## src/rtl/if_id_pipe.sv

```systemverilog
// IF->ID pipeline register with a 2-entry skid buffer, stall/flush handling
// and saturating stall/flush performance counters.
module if_id_pipe #(
  parameter int unsigned       ADDR_W   = 32,
  parameter int unsigned       INST_W   = 32,
  parameter logic [INST_W-1:0] NOP_INST = '0,
  parameter int unsigned       CNT_W    = 16
) (
  input  logic              clk,
  input  logic              rst,
  input  logic              in_valid,
  output logic              in_ready,
  input  logic [ADDR_W-1:0] in_pc,
  input  logic [INST_W-1:0] in_inst,
  input  logic              in_exc,
  output logic              out_valid,
  input  logic              out_ready,
  output logic [ADDR_W-1:0] out_pc,
  output logic [INST_W-1:0] out_inst,
  output logic              out_exc,
  input  logic              stall,
  input  logic              flush,
  output logic [CNT_W-1:0]  stall_cycles,
  output logic [CNT_W-1:0]  flush_count
);

  typedef struct packed {
    logic              valid;
    logic [ADDR_W-1:0] pc;
    logic [INST_W-1:0] inst;
    logic              exc;
  } entry_t;

  localparam entry_t           EMPTY   = '{1'b0, {ADDR_W{1'b0}}, NOP_INST, 1'b0};
  localparam logic [CNT_W-1:0] CNT_ONE = 1;
  localparam logic [CNT_W-1:0] CNT_MAX = {CNT_W{1'b1}};

  entry_t           r_m;
  entry_t           r_s;
  logic             r_in_ready;
  logic [CNT_W-1:0] r_stall_cycles;
  logic [CNT_W-1:0] r_flush_count;

  entry_t w_in;
  entry_t w_m_nxt;
  entry_t w_s_nxt;
  logic   w_acc;
  logic   w_pop;

  // Transfer happens on either side only when valid and ready are both high in
  // the same cycle; stall masks the decode-side ready, in_ready is ~S.valid
  // taken from a flop so upstream never sees a combinational path.
  assign w_acc = in_valid & r_in_ready;
  assign w_pop = r_m.valid & out_ready & ~stall;
  assign w_in  = '{1'b1, in_pc, in_inst, in_exc};

  always_comb begin
    w_m_nxt = r_m;
    w_s_nxt = r_s;
    if (flush) begin
      w_m_nxt = EMPTY;
      w_s_nxt = EMPTY;
    end else if (!r_m.valid) begin
      if (w_acc) w_m_nxt = w_in;
    end else if (!r_s.valid) begin
      if (w_pop) w_m_nxt = w_acc ? w_in : EMPTY;
      else if (w_acc) w_s_nxt = w_in;
    end else if (w_pop) begin
      w_m_nxt = r_s;
      w_s_nxt = EMPTY;
    end
  end

  always_ff @(posedge clk) begin
    if (rst) begin
      r_m            <= EMPTY;
      r_s            <= EMPTY;
      r_in_ready     <= 1'b1;
      r_stall_cycles <= '0;
      r_flush_count  <= '0;
    end else begin
      r_m        <= w_m_nxt;
      r_s        <= w_s_nxt;
      r_in_ready <= ~w_s_nxt.valid;
      if (!flush && r_m.valid && !w_pop && r_stall_cycles != CNT_MAX)
        r_stall_cycles <= r_stall_cycles + CNT_ONE;
      // An empty flush with nothing arriving has no architectural effect.
      if (flush && (r_m.valid || r_s.valid || w_acc) && r_flush_count != CNT_MAX)
        r_flush_count <= r_flush_count + CNT_ONE;
    end
  end

  assign in_ready     = r_in_ready;
  assign out_valid    = r_m.valid;
  assign out_pc       = r_m.pc;
  assign out_inst     = r_m.inst;
  assign out_exc      = r_m.exc;
  assign stall_cycles = r_stall_cycles;
  assign flush_count  = r_flush_count;

endmodule

```

## config.mk

```make
export PLATFORM = sky130hd
export DESIGN_NAME = if_id_pipe
export DESIGN_NICKNAME = d
export VERILOG_FILES = /design/src/rtl/if_id_pipe.sv
export SDC_FILE = /design/constraint.sdc
export NUM_CORES = 1
export LEC_CHECK = 0
export CAP_MARGIN = 25
export CORE_MARGIN = 2
export CORE_UTILIZATION = 35
export CTS_CLUSTER_SIZE = 10
export DETAILED_ROUTE_END_ITERATION = 6
export RECOVER_POWER = 50
export SYNTH_ARGS = -nofsm -noshare
export SYNTH_HDL_FRONTEND = slang
export SYNTH_SLANG_ARGS = --single-unit
```

## constraint.sdc

```tcl
create_clock -name clk -period 1.8 [get_ports clk]
set_input_delay 0.18 -clock clk [delete_from_list [all_inputs] [get_ports clk]]
set_output_delay 0.18 -clock clk [all_outputs]
set_load 0.03 [all_outputs]
```

==> results of run 1 <==
kinds of logic (layout without fill, tap and decap cells):
| kind of cell | Yosys count | after routing | share of synthesized area [%] |
|---|---|---|---|
| and+or+nand+nor | 300 | 300 | 25.1 |
| buffers and inverters | 90 | 258 | 5.55 |
| adders and majority gates | 2 | 2 | 0.327 |
| DFF | 165 | 165 | 43.2 |
| AOI/OAI and AO/OA | 253 | 253 | 24.9 |
| muxes | 7 | 7 | 0.982 |
sequential cells by signal, summed over array words and instances (netlist names):
register / count
in_ready: 1
stall_cycles: 16
out_valid: 1
r_s: 66
out_pc: 32
flush_count: 16
out_exc: 1
out_inst: 32
repair_timing:
item	4_1_cts	5_1_grt
hold endpoints to repair	0	0
setup endpoints to repair	1	16
hold buffers	0	0
pin swaps	0	2
gates cloned	0	1
gates resized for setup	1	14
per-layer routing:
metal	part of all wire, %	routed length (microns)	track usage [%]	vias up
met4	1.4	316	4.58	0
met3	6.4	1460	5.42	22
met2	46	10500	30.1	204
met1	46	10500	26.2	3426
met5	0	0	0	-
li1	-	-	-	3440
cell type report:
class / count / area share, %
Clock buffer: 21 / 4.37
Clock inverter: 10 / 0.939
Inverter: 4 / 0.143
Multi-Input combinational cell: 562 / 38.1
Sequential cell: 165 / 31.5
Tap cell: 280 / 3.33
Timing Repair Buffer: 223 / 21.7
power groups by stage:
| stage | combinational, uW | clock [uW] | sequential, uW |
|---|---|---|---|
| final | 1350 | 3520 | 3780 |
| after global routing | 1450 | 3740 | 3790 |
| after CTS | 1370 | 3610 | 3780 |
| after detailed placement | 1370 | 0 | 3870 |
| after global placement | 1370 | 0 | 3870 |
| after floorplan | 613 | 0 | 4000 |
how the worst max path moves through the flow:
stage / to / cells after the start / startpoint / slack, ns
global placement: out_pc[22]$_SDFFE_PP0P_ / 7 / out_ready / -0.24
finish: flush_count[3] / 1 / flush_count[3]$_SDFFE_PP0P_ / 0.06
CTS: stall_cycles[7] / 1 / stall_cycles[7]$_SDFFE_PP0P_ / 0.006
global route: stall_cycles[15]$_SDFFE_PP0P_ / 5 / stall_cycles[1]$_SDFFE_PP0P_ / -0.004
floorplan: stall_cycles[0]$_SDFFE_PP0P_ / 6 / stall_cycles[1]$_SDFFE_PP0P_ / 0.03
detailed placement: out_pc[8]$_SDFFE_PP0P_ / 7 / out_ready / -0.29
placed cells by master (no fill, tap or decap), types with 9 or more instances in the layout:
cell	instances
dfxtp_1	158
clkdlybuf4s50_1	114
a21oi_1	86
nand4_1	75
nor2_1	74
o21ai_0	67
nor3_2	52
a221oi_2	50
dlygate4sd3_1	45
buf_4	33
nand2_1	18
clkbuf_16	18
buf_12	18
nor3_1	16
a221oi_1	15
o31ai_1	12
or4_1	12
clkbuf_1	10
or3_1	9
through the flow:
stage / area, sq um / cells
2_1_floorplan: 7660 / 817
3_3_place_gp: 9980 / 1233
5_1_grt: 10500 / 1265
4_1_cts: 10500 / 1264
6_report: 10500 / 1265
3_5_place_dp: 9980 / 1233
==> results.md, run 1 <==
* Final count of hold timing violations at 0
* Clock Skews at between 0.01 and 0.015 ns
* Maximum VDD drop at 0.675 mV
* Pre-CTS WS at -0.291 ns
* Syn avg cell area at roughly 9.4 sq um
* Root Buffer: clkbuf_16
* Worst skew pair latency at 0.43 ns
* Proportion of layout cells with a drive suffix above 1 at between 20% and 30%
* Max_slew headroom at between 60% and 70%
* Total track usage at between 10% and 20%
* WP buf/inv at 1
* GPL Wtd Cong at about 0.75
* Register area at ~0.0033 sq mm
* First-pass GRT wire length at ~37000 microns
* Pwr dens at between 800 and 900 mW/mm^2
* Clock transition at path regs at around 0.06 ns
* GRT Residual Overflow at 0
* I/O Pins at 170
* Clock power frac at roughly two fifths
* Clock buffer count from CTS at 17
* Asr flop ratio synth at 0%
* Post-DRT Antenna Nets at 0
* Ys flop type: dfxtp_1
* Cell Chain, Critical Path: clkdlybuf4s50_1
* Final core occ at about half
* Number of synthesized flops with an enable pin at 0
* WHS at between 0.3 and 0.4 ns
* Critical path peak fanout at 7
* Layout area overhead at 37.7%
* Leakage power figure at 0.00365 uW
* Synth area leaders: dfxtp_1, a221oi_2, nor3_2
* Num rows at 54
* Via density at approximately 5.6
* Worst R2R Path Depth at 5
* Hpwl dp at between 10000 and 15000 microns
* Nets at between 1000 and 1500
* DIE HEIGHT at between 150 and 200 microns
* Hold path endpoint: r_s[14]$_SDFFE_PP0P_
* CP max stage delay at 0.72 ns
* WL/cell at about 18 microns
* Count leader, synth: dfxtp_1
* Min-Delay Path Depth at 3
* Tmin final at ~1.7 ns
* Iter 0 DRT Violations at approximately 530
* Setup Fix Bufs, Post-CTS at 0
* Synth Register Bits at 165
* Switching part of the total at 27.4%
* Reg2Reg Setup Slack at ~0.1 ns
* Hold Startpoint: in_inst[13]
* Setup ws final at 0.0579 ns
* Vias in the first global route at ~6700
* Part of the cycle the worst path needs at 96.8%
* Mapped Nets at 890
* Gate power share at 15.6%
* Psw at between 2000 and 2500 uW
* Count of cell types in the netlist at 48
* Final setup viols at 0
* Die area at between 0.02 and 0.025 sq mm
* TritonCTS clock tree: done
* Synth warnings at 0
* Worst setup SP type: flip-flop
* DR pass1 iterations at 5
* Port Buf Inserts at between 150 and 200
* Max-cap viol count at 0
* Cells after Synth at 817
* Maximum clock rate at 574 MHz
* Multi-input gate area at roughly 0.004 sq mm
* Worst slew pin tran at about 0.54 ns
* Run status: complete, no violations
* RR Startpoint: flush_count[0]$_SDFFE_PP0P_
* Worst EP required at approximately 1.6 ns
* Clk buf depth at 2
* Register share of total power at around 44%
* CP Capture Type: output pin
* Int Pwr at 6280 uW
* Top-area cell type share of the netlist area at between 40% and 50%
* Core area at 0.0216 sq mm
* Final Total Pwr at roughly 8700 uW
* Antenna Cells at 0
* Most common library cells after synthesis: dfxtp_1, a21oi_1, nand4_1, nor2_1, o21ai_0
* Initial Util at 35.4%
* Largest net degree at the start of global routing at about 80
* # fillers at 2019
* DIE WIDTH at ~150 microns
* Worst EP arrival at 1.56 ns
* Worst reg2reg endpoint: flush_count[10]$_SDFFE_PP0P_
* Worst Setup Path Type: reg -> out
* H-tree depth at 4
* Crit-path slowest cell: clkdlybuf4s50_1
* Initial antenna violation count at 0
* Mapped cell area at about 0.0076 sq mm
* # DRC at 0
* Total wire length at 22800 microns
* Crit-path leading delay family: buffers and inverters
* Cell taking the most area after synthesis: dfxtp_1
* Via count at around 7100
* Total negative slack at 0 ns
* CTS sink cnt at 165
* Final Slew Violations at 0
* Seq/Total Area, Yosys at ~43%
* Hold Path Class: in -> reg
(Power assumes the default switching activity.)
==> run 2: changes to the inputs <==
==> constraint.sdc (replaced) <==
create_clock -name clk -period 1.8 [get_ports clk]
set_input_delay 0.18 -clock clk [delete_from_list [all_inputs] [get_ports clk]]
set_output_delay 0.18 -clock clk [all_outputs]
set_load 0.05 [all_outputs]
==> run 2 against run 1 <==
Worst hold slack worse by 0.012 ns. Register-to-register slack hardly changed. First-iteration DRC count is 10% higher. Sequential power hardly changed. Sequential cell count stayed put. Final cell count is 0.40% higher.
==> results.md, run 2 (synthesis results as in run 1) <==
* Port Buf Inserts at between 150 and 200
* Die area at 0.0230 sq mm
* Register share of total power at 43.9%
* CP max stage delay at roughly 0.8 ns
* Tmin final at about 1.8 ns
* Run status: complete, no violations
* Worst setup SP type: flip-flop
* Vias in the first global route at around 6700
* Iter 0 DRT Violations at 583
* Maximum clock rate at about 570 MHz
* CP Capture Type: output pin
* Largest net degree at the start of global routing at between 40 and 50
* TritonCTS clock tree: done
* Core area at about 0.022 sq mm
* Pwr dens at 834 mW/mm^2
* Psw at 2520 uW
* Worst Setup Path Type: reg -> out
* Part of the cycle the worst path needs at between 90% and 100%
* Crit-path leading delay family: buffers and inverters
* CTS sink cnt at between 150 and 200
* Post-CTS Hold Fix Bufs at 0
* Most flops, register: r_s
* Worst EP required at 1.62 ns
* I/O Pins at 170
* Final Slew Violations at 0
* GRT Residual Overflow at 0
* Gate power share at 16.9%
* Commonest non-fill, non-tap cells in the layout: dfxtp_1, clkdlybuf4s50_1, a21oi_1, nand4_1, nor2_1
* Int Pwr at just over 6000 uW
* H-tree depth at 4
* Placed insts at 1237
* Max-cap viol count at 0
* Worst slew pin tran at a little under 0.7 ns
* Final Total Pwr at 8620 uW
* DR pass1 iterations at 4
* Hold Path Class: in -> reg
* Num rows at 54
* Critical path peak fanout at 2
* Commonest non-fill, non-tap cell in the layout: dfxtp_1
* Worst skew pair latency at about 0.43 ns
* DIE WIDTH at between 150 and 200 microns
* Leakage power figure at 0.00364 uW
* Initial Util at 35.4%
* Max_slew headroom at a little over half
* Nets at 1050
* GPL Wtd Cong at a little under 0.8
* Cell Chain, Critical Path: clkdlybuf4s50_1
* Layout area overhead at 35.3%
* Worst EP arrival at approximately 1.6 ns
* Number of flip-flops in the largest register at 66
* Hpwl dp at 14300 microns
* # fillers at ~2100
* DIE HEIGHT at ~150 microns
* Antenna Cells at 0
* Total track usage at 19.3%
* Root Buffer: clkbuf_16
* WHS at ~0.38 ns
* Final setup viols at 0
* # DRC at 0
* Maximum VDD drop at 0.657 mV
* Clock power frac at 39.2%
* Proportion of layout cells with a drive suffix above 1 at approximately 23%
* Via density at approximately 5.6
* Total wire length at ~23000 microns
* WL/cell at 18.0 microns
* First-pass GRT wire length at between 30000 and 40000 microns
* Post-Layout Cell Count at ~1300
* Clock transition at path regs at around 0.07 ns
* Via count at approximately 7100
* Initial antenna violation count at 0
* Post-DRT Antenna Nets at 0
* Crit-path slowest cell: clkdlybuf4s50_1
* Switching part of the total at between 20% and 30%
* Clock Skews at ~0.0095 ns
* Clk buf depth at 2
* Setup Fix Bufs, Post-CTS at 0
* WP buf/inv at 1
* RSZ-0062 raised after global routing: false
* Final count of hold timing violations at 0
* Clock buffer count from CTS at 17
==> run 2: cell types whose count changed in the layout (fill, tap and decap cells not counted), sizes merged, moves of 2 or more <==
cell / change
dlygate4sd3: -44
dlygate4sd2: +40
clkbuf: +14
clkdlybuf4s50: -12
inv: +3
buf: +2
clkinv: +2
==> run 2: final cells by class <==
cell class / instances / area, sq um / share of cell area [%]
Clock inverter: 14 / 101 / 0.980
Clock buffer: 18 / 439 / 4.24
Multi-Input combinational cell: 563 / 3970 / 38.4
Tap cell: 280 / 350 / 3.39
Sequential cell: 165 / 3320 / 32.1
Inverter: 4 / 15.0 / 0.145
Timing Repair Buffer: 226 / 2140 / 20.7
==> run 2: power groups by stage <==
stage / Combinational, uW / Clock, uW / Sequential, uW
2_1_floorplan: 613 / 0 / 4100
3_3_place_gp: 1490 / 0 / 3860
3_5_place_dp: 1490 / 0 / 3870
4_1_cts: 1490 / 3470 / 3780
5_1_grt: 1550 / 3620 / 3790
6_report: 1460 / 3380 / 3780
==> run 2: stage by stage <==
step,utilization (%),setup WS (ns),cell area (sq um),TNS (ns)
2_1_floorplan,-,-0.00218,7690,-0.00218
3_5_place_dp,46.3,-0.290,10000,-22.15
6_report,47.9,0.0421,10300,0
4_1_cts,48.6,0.00302,10500,0
3_3_place_gp,46.3,-0.249,10000,-19.68
5_1_grt,47.9,0.000167,10300,0
==> run 2: worst paths after layout <==
kind	depth (start not counted)	start	endpoint	slack, ns
worst min register to register	1	flush_count[14]$_SDFFE_PP0P_	flush_count[14]$_SDFFE_PP0P_	0.47
worst max-delay path	1	out_inst[23]$_SDFFE_PP0P_	out_inst[23]	0.04
worst min-delay path	3	in_inst[14]	r_s[15]$_SDFFE_PP0P_	0.38
worst max register to register	6	out_valid$_SDFF_PP0_	out_inst[24]$_SDFFE_PP0P_	0.10
==> run 2: repair_timing <==
item / 4_1_cts / 5_1_grt
resized for setup: 43 / 26
cloned: 1 / 0
endpoints found under the setup margin: 48 / 89
pin swaps: 1 / 0
==> run 2: routing by layer <==
metal	share of wire [%]	up-vias	wire length (microns)	track usage [%]
li1	-	3446	-	-
met1	48	3400	10900	27.2
met2	45	209	10400	29.7
met3	5.5	20	1260	4.39
met4	1.4	0	309	5.56
met5	0	-	0	0
